[src/rtl/mem_arbiter.sv]
// mem_arbiter: serializes I-fetch and D-access requests onto a single-ported RAM.
// Data has priority; a grant streak counter forces an I grant to avoid starvation.
module mem_arbiter #(
  parameter int STARVE_LIMIT = 4
) (
  input  logic        CLK,
  input  logic        nRST,
  input  logic        iREN,
  input  logic [31:0] iaddr,
  input  logic        dREN,
  input  logic        dWEN,
  input  logic [31:0] daddr,
  input  logic [31:0] dstore,
  input  logic [1:0]  ramstate,
  input  logic [31:0] ramload,
  output logic        ihit,
  output logic        dhit,
  output logic [31:0] iload,
  output logic [31:0] dload,
  output logic        ramREN,
  output logic        ramWEN,
  output logic [31:0] ramaddr,
  output logic [31:0] ramstore,
  output logic        ramerr
);

  typedef enum logic [1:0] {
    IDLE,
    IACC,
    DACC,
    RESP
  } state_t;

  localparam logic [1:0] RS_ACCESS = 2'b10;
  localparam logic [1:0] RS_ERROR  = 2'b11;
  localparam logic [3:0] LIMIT     = 4'(STARVE_LIMIT);

  state_t     state;
  logic [3:0] streak;
  logic [3:0] streak_inc;
  logic       d_req;
  logic       i_starved;
  logic       grant_d;
  logic       grant_i;

  always_comb begin
    d_req      = dREN | dWEN;
    i_starved  = iREN && (streak == LIMIT);
    grant_d    = d_req && !i_starved;
    grant_i    = !grant_d && iREN;
    streak_inc = (streak >= LIMIT) ? LIMIT : streak + 4'd1;
  end

  always_ff @(posedge CLK or negedge nRST) begin
    if (!nRST) begin
      state    <= IDLE;
      streak   <= '0;
      ihit     <= 1'b0;
      dhit     <= 1'b0;
      ramREN   <= 1'b0;
      ramWEN   <= 1'b0;
      ramerr   <= 1'b0;
      iload    <= '0;
      dload    <= '0;
      ramaddr  <= '0;
      ramstore <= '0;
    end else begin
      ihit <= 1'b0;
      dhit <= 1'b0;
      unique case (state)
        IDLE: begin
          if (grant_d) begin
            state    <= DACC;
            ramaddr  <= daddr;
            ramstore <= dstore;
            ramWEN   <= dWEN;
            ramREN   <= !dWEN;
            streak   <= iREN ? streak_inc : 4'd0;
          end else if (grant_i) begin
            state   <= IACC;
            ramaddr <= iaddr;
            ramREN  <= 1'b1;
            streak  <= 4'd0;
          end
        end
        IACC, DACC: begin
          if (ramstate == RS_ACCESS) begin
            state  <= RESP;
            ramREN <= 1'b0;
            ramWEN <= 1'b0;
            if (state == IACC) begin
              ihit  <= 1'b1;
              iload <= ramload;
            end else begin
              dhit <= 1'b1;
              if (!ramWEN) dload <= ramload;
            end
          end else if (ramstate == RS_ERROR) begin
            // drop back and let the held request re-arbitrate
            state  <= IDLE;
            ramREN <= 1'b0;
            ramWEN <= 1'b0;
            ramerr <= 1'b1;
          end
        end
        RESP: state <= IDLE;
        default: state <= IDLE;
      endcase
    end
  end

endmodule

[config.mk]
export PLATFORM = sky130hd
export DESIGN_NAME = mem_arbiter
export DESIGN_NICKNAME = d
export VERILOG_FILES = /design/src/rtl/mem_arbiter.sv
export SDC_FILE = /design/constraint.sdc
export NUM_CORES = 1
export LEC_CHECK = 0
export BUFFER_PORTS_ARGS = -buffer_cell sky130_fd_sc_hd__buf_4
export CORE_MARGIN = 4
export CORE_UTILIZATION = 47
export DETAILED_ROUTE_END_ITERATION = 6
export PLACE_DENSITY = 0.89
export SLEW_MARGIN = 20
export SYNTH_ARGS = -nofsm -noshare
export SYNTH_HDL_FRONTEND = slang
export SYNTH_SLANG_ARGS = --single-unit
[constraint.sdc]
create_clock -name CLK -period 2.4 [get_ports CLK]
set_clock_uncertainty 0.1 [all_clocks]
set_input_delay 0.36 -clock CLK [delete_from_list [all_inputs] [get_ports CLK]]
set_output_delay 0.36 -clock CLK [all_outputs]
set_load 0.05 [all_outputs]
==> results.ini, run 1 <==
[run_status]
outcome=completed

[hold_path]
hp-class=input pin to flip-flop
hold_depth=2
hold_path_end=ramstore[14]
hp-start=dstore[14]

[route]
num_vias=4747
drc_errors=0
via_per_inst=5.32
drt-initial-drc-count=325
antenna_left=0
drtPass1Iterations=4
drt-total-wl_mm=17.7
wl_per_cell_um=19.8

[power_and_ir_drop]
leakage_nw=4.22
p_int_w=0.00819
comb_power_share_pct=56.6
seqPwrFrac_pct=27.0
p_sw_w=0.00758
clkPwrFrac_pct=16.3
swShare_pct=48.1
irDropWorstVdd_mv=0.942
total_power_w=0.0158
power_density_nw_per_um2=1820

[setup_path]
startpoint_type=flip-flop
critPathRequiredTime_ps=2580
end_kind=flip-flop
crit_type=flip-flop to flip-flop
cp.arrival_ps=2350
r2r_cells=6
r2r_setup_slack_ps=230
cp_max_fo=32
r2r-end=dload[14]
rr_startpoint=state[0]

[synth]
syn_inst=447
ys_warn_count=0
synthMuxAreaShare_pct=20.7
ys.flop_type=dfrtp_1
yosys.area_share.simple_pct=4.52
ys_types=38
yosys.area_share.adder_pct=0.849
synth-async-reset-ratio_pct=100
synth_seq_cells=139
synth_top_family_by_area=multiplexers
synth_area_um2=5890
avgSynthCellArea_um2=13.2
synth_edf_count=0
yosys.area_share.xor_xnor_pct=0
syn_nets=586
synth_compound_area_share_pct=10.7
ys_seq_area_share_pct=59.0

[cts]
clockBufferDepth=2
clkSinkCount=139
clk_latency_ps=400
htreeDepth=4
cts_tree=built
cts_buffers=17
path_clk_slew_ps=60
postCtsSetupBuffers=0
root_buffer=clkbuf_16

[sta]
worstMarginPinSlew_ps=723
max_slew_margin_pct=51.8
fmax_ghz=0.460
fin_crit_sh_pct=90.5
finalSetupViolCount=0
hold_viol_final=0
fin_tns_setup_ps=0
final-max-slew-violation-count=0
rsz0062_at_grt=false
period_minus_slack_ps=2170

[final_layout]
nets=851
most-common-layout-cells=buf_4, dfrtp_1, mux2_2
drive_gt1_share_pct=57.0
stdcell_area_um2=8650
final_common_cell=buf_4
diodes=0
area_growth_pct=46.8

[global_routing]
grt_max_degree=53
grt_pass1_vias=5248
overflow=0
antenna_found_initial=0
gr-usage-all-layers_pct=24.9
grt_pass1_wl_mm=28.2

[placement]
placed_cell_area_um2=8050
port_buffers=267
dp_hpwl_mm=12.5
gp_congestion=0.874

[die]
initial_utilization_pct=48.5
dieArea_um2=14400
fp.dieH_um=120
io_pins=268
core-area_um2=12200
die_x_um=120
num_rows=40

[job]
max_cap_viol_count=0

[cells in the mapped netlist, types with 2 or more instances]
cell type,count,share of area (%)
a21oi_1,32,2.7
a31oi_1,32,3.4
buf_12,3,1.0
buf_2,7,0.59
buf_6,3,0.57
clkbuf_1,17,1.1
clkbuf_8,2,0.47
dfrtp_1,139,59
ha_1,4,0.85
inv_1,5,0.32
mux2_2,66,13
mux2_4,31,7.9
nand2_1,3,0.19
nand3_1,2,0.17
nand4b_1,2,0.30
nor2_1,39,2.5
o21ai_0,36,3.1
o22ai_1,3,0.32
o31ai_1,2,0.25
[what timing repair did]
action / 4_1_cts / 5_1_grt
hold endpoints to repair: 44 / 0
hold buffers: 1 / 0
gates resized for setup: 0 / 0
[power groups by stage]
stage                     logic, W  registers (W)  clock network (W)
after floorplan            0.00225        0.00804                  0
after global placement     0.00861        0.00416                  0
after detailed placement   0.00890        0.00424                  0
after CTS                  0.00893        0.00424            0.00261
after global routing       0.00932        0.00439            0.00276
final                      0.00893        0.00426            0.00258
[cells by family after synthesis]
family,count (synthesis)
flops,139
compound gates,111
mux,98
simple gates,56
buf+inv,39
fa+ha+maj,4
[registers in the layout, summed over array words and instances (netlist names)]
register	flops
dload	32
iload	32
ramaddr	32
ramstore	32
streak	4
state	2
dhit	1
ihit	1
ramREN	1
ramWEN	1
ramerr	1
[worst max-delay path, cell delays in order (launching register included)]
cell	delay [ps]
dfrtp_1	340
inv_1	60
ha_1	400
nand3b_2	120
or3_2	450
buf_12	210
mux2_4	330
[worst max path at each step]
stage	start	slack [ps]	endpoint
after floorplan	state[0]	460	dload[10]
after global routing	state[0]	130	dload[14]
after detailed placement	state[0]	290	dload[17]
after CTS	state[0]	280	dload[17]
final	state[0]	230	dload[14]
after global placement	state[0]	340	dload[6]
[cell type report]
| type | instances | area, µm² |
|---|---|---|
| Fill cell | 785 | 3510 |
| Clock inverter | 10 | 115 |
| Inverter | 5 | 18.8 |
| Timing Repair Buffer | 280 | 2180 |
| Clock buffer | 22 | 474 |
| Sequential cell | 139 | 3480 |
| Multi-Input combinational cell | 269 | 2180 |
| Tap cell | 168 | 210 |
[per-stage QoR]
stage	hold WS, ps	util, %	cells	setup slack, ps
after floorplan	-35.6	-	447	465
after global placement	213	66.0	859	342
after detailed placement	215	66.2	860	287
after CTS	64.9	71.2	893	275
after global routing	68.3	71.2	893	134
final	85.1	71.2	893	228
[per-layer routing]
| metal | track usage (%) | up-vias | wire length (µm) |
|---|---|---|---|
| met4 | 8.45 | 0 | 373 |
| met5 | 0 | - | 0 |
| met1 | 29.1 | 2348 | 6520 |
| li1 | - | 2143 | - |
| met3 | 5.98 | 30 | 1250 |
| met2 | 44.8 | 226 | 9580 |
Power figures use the tool's default switching activity.
==> run 2, diff against run 1 <==
--- a/config.mk
+++ b/config.mk
@@ -6,6 +6,7 @@
 export NUM_CORES = 1
 export LEC_CHECK = 0
 export BUFFER_PORTS_ARGS = -buffer_cell sky130_fd_sc_hd__buf_4
+export CORE_ASPECT_RATIO = 0.6
 export CORE_MARGIN = 4
 export CORE_UTILIZATION = 47
 export DETAILED_ROUTE_END_ITERATION = 6
==> run 2 against run 1 <==
  * Sequential share of layout area hardly changed
  * Worst setup slack better by 43 ps
  * Maximum frequency is 2.0% higher
  * Register-to-register slack better by 40 ps
  * Die area is 0.41% higher
  * Routed wire length is 1.8% lower
  * Cell count is 0.34% lower
  * Combinational power is 0.9% lower
  * Largest cell class unchanged
==> results.ini, run 2 (same netlist as run 1, synthesis figures left out) <==
[final_layout]
diodes=0  ; unchanged
stdcell_area_um2=8660  ; about the same
most-common-layout-cells=buf_4, dfrtp_1, mux2_2
area_growth_pct=46.9  ; about the same
final_common_cell=buf_4
drive_gt1_share_pct=57.2  ; +0.28 points
nets=851  ; unchanged
num-fill-cells=798  ; +1.7%

[die]
core-area_um2=12100  ; -0.18%
dieArea_um2=14500  ; +0.41%
num_rows=31  ; -23%
initial_utilization_pct=48.6  ; +0.085 points
die_x_um=153  ; +27%
io_pins=268  ; unchanged
fp.dieH_um=94.7  ; -21%

[global_routing]
grt_pass1_vias=4909  ; -6.5%
grt_max_degree=49  ; -7.5%
gr-usage-all-layers_pct=23.7  ; -1.2 points
overflow=0  ; unchanged
grt_pass1_wl_mm=27.0  ; -4.0%
antenna_found_initial=0  ; unchanged

[power_and_ir_drop]
power_density_nw_per_um2=1810  ; -0.82%
leakage_nw=4.23  ; +0.18%
irDropWorstVdd_mv=0.893  ; -5.1%

[route]
via_per_inst=5.38  ; +1.1%
drtPass1Iterations=5  ; +1
antenna_left=0  ; unchanged
num_vias=4785  ; +0.80%
wl_per_cell_um=19.6  ; -1.5%
drt-total-wl_mm=17.4  ; -1.8%
drc_errors=0  ; unchanged
drt-initial-drc-count=202  ; -38%

[cts]
cts.repair.resized=0  ; unchanged
path_clk_slew_ps=70  ; about the same
root_buffer=clkbuf_16
postCtsSetupBuffers=0  ; unchanged
clk_latency_ps=400  ; about the same
htreeDepth=4  ; unchanged
cts_buffers=17  ; unchanged
holdBufCountCts=1  ; unchanged
clockBufferDepth=2  ; unchanged
cts_tree=built
clkSinkCount=139  ; unchanged

[placement]
port_buffers=267  ; unchanged
dp_hpwl_mm=13.1  ; +4.6%
gp_congestion=0.862  ; -1.4%
dp_slack_ps=292  ; +5.36 ps
placed_cell_area_um2=8060  ; about the same

[setup_path]
cp_max_fo=32  ; unchanged
crit_type=flip-flop to flip-flop
end_kind=flip-flop
critPathRequiredTime_ps=2590  ; about the same
startpoint_type=flip-flop
cp.arrival_ps=2320  ; -30 ps

[sta]
layout_setup_ws_ps=271  ; +42.6 ps
period_minus_slack_ps=2130  ; -42.6 ps
fmax_ghz=0.470  ; +2.0%
final-max-slew-violation-count=0  ; unchanged
max_slew_margin_pct=53.0  ; +1.2 points
hold_viol_final=0  ; unchanged
fin_crit_sh_pct=88.7  ; -1.8 points
rsz0062_at_grt=false
worstMarginPinSlew_ps=706  ; -17.7 ps
finalSetupViolCount=0  ; unchanged
fin_tns_setup_ps=0  ; unchanged

[run_status]
outcome=completed

[job]
max_cap_viol_count=0  ; unchanged

[hold_path]
hp-class=input pin to flip-flop

==> run 2: path summary, 6_finish.rpt <==
kind | cells past startpoint | from | slack [ps] | endpoint
max in group asynchronous | 3 | nRST | 1200 | ramstore[10]
min in group asynchronous | 2 | nRST | 350 | ramstore[20]
worst max register to register | 6 | state[0] | 270 | dload[10]
worst min register to register | 1 | ramerr | 370 | ramerr
worst min-delay path | 2 | dstore[21] | 80 | ramstore[21]
worst max-delay path | 6 | state[0] | 270 | dload[10]
==> run 2: metal layers <==
metal	vias to the layer above	part of all wire [%]	track usage (%)	wire [µm]
met5	-	0	0	0
li1	2142	-	-	-
met4	0	1.4	6.82	239
met1	2381	41	29.5	7120
met3	24	7.8	7.55	1360
met2	238	50	40.6	8690
==> run 2: layout make-up <==
cell class	instances	area [µm²]	share of cell area (%)
timing repair buffer	280	2180	25.2
clock buffer	18	439	5.07
multi-input combinational	269	2180	25.2
clock inverter	14	153	1.76
inverter	5	18.8	0.217
tap	165	206	2.38
sequential	139	3480	40.2
==> run 2: power breakdown <==
group / switching [W] / leakage (nW) / internal [W]
clock: 0.00108 / 0.287 / 0.00150
combinational: 0.00582 / 2.29 / 0.00303
sequential: 0.000702 / 1.66 / 0.00352
==> run 2: through the flow <==
stage	power (W)	hold slack [ps]	util (%)	std cells
after floorplan	0.0103	-35.6	-	447
after global placement	0.0128	214	66.4	857
after detailed placement	0.0131	220	66.4	857
after CTS	0.0157	63.6	71.3	890
after global routing	0.0163	61.1	71.3	890
final	0.0156	81.0	71.3	890
==> run 2: worst max-delay path, stage by stage, from the launching register on <==
cell      delay (ps)
dfrtp_1          350
inv_1             60
ha_1             380
nand3b_2         120
or3_2            450
buf_12           210
mux2_4           320
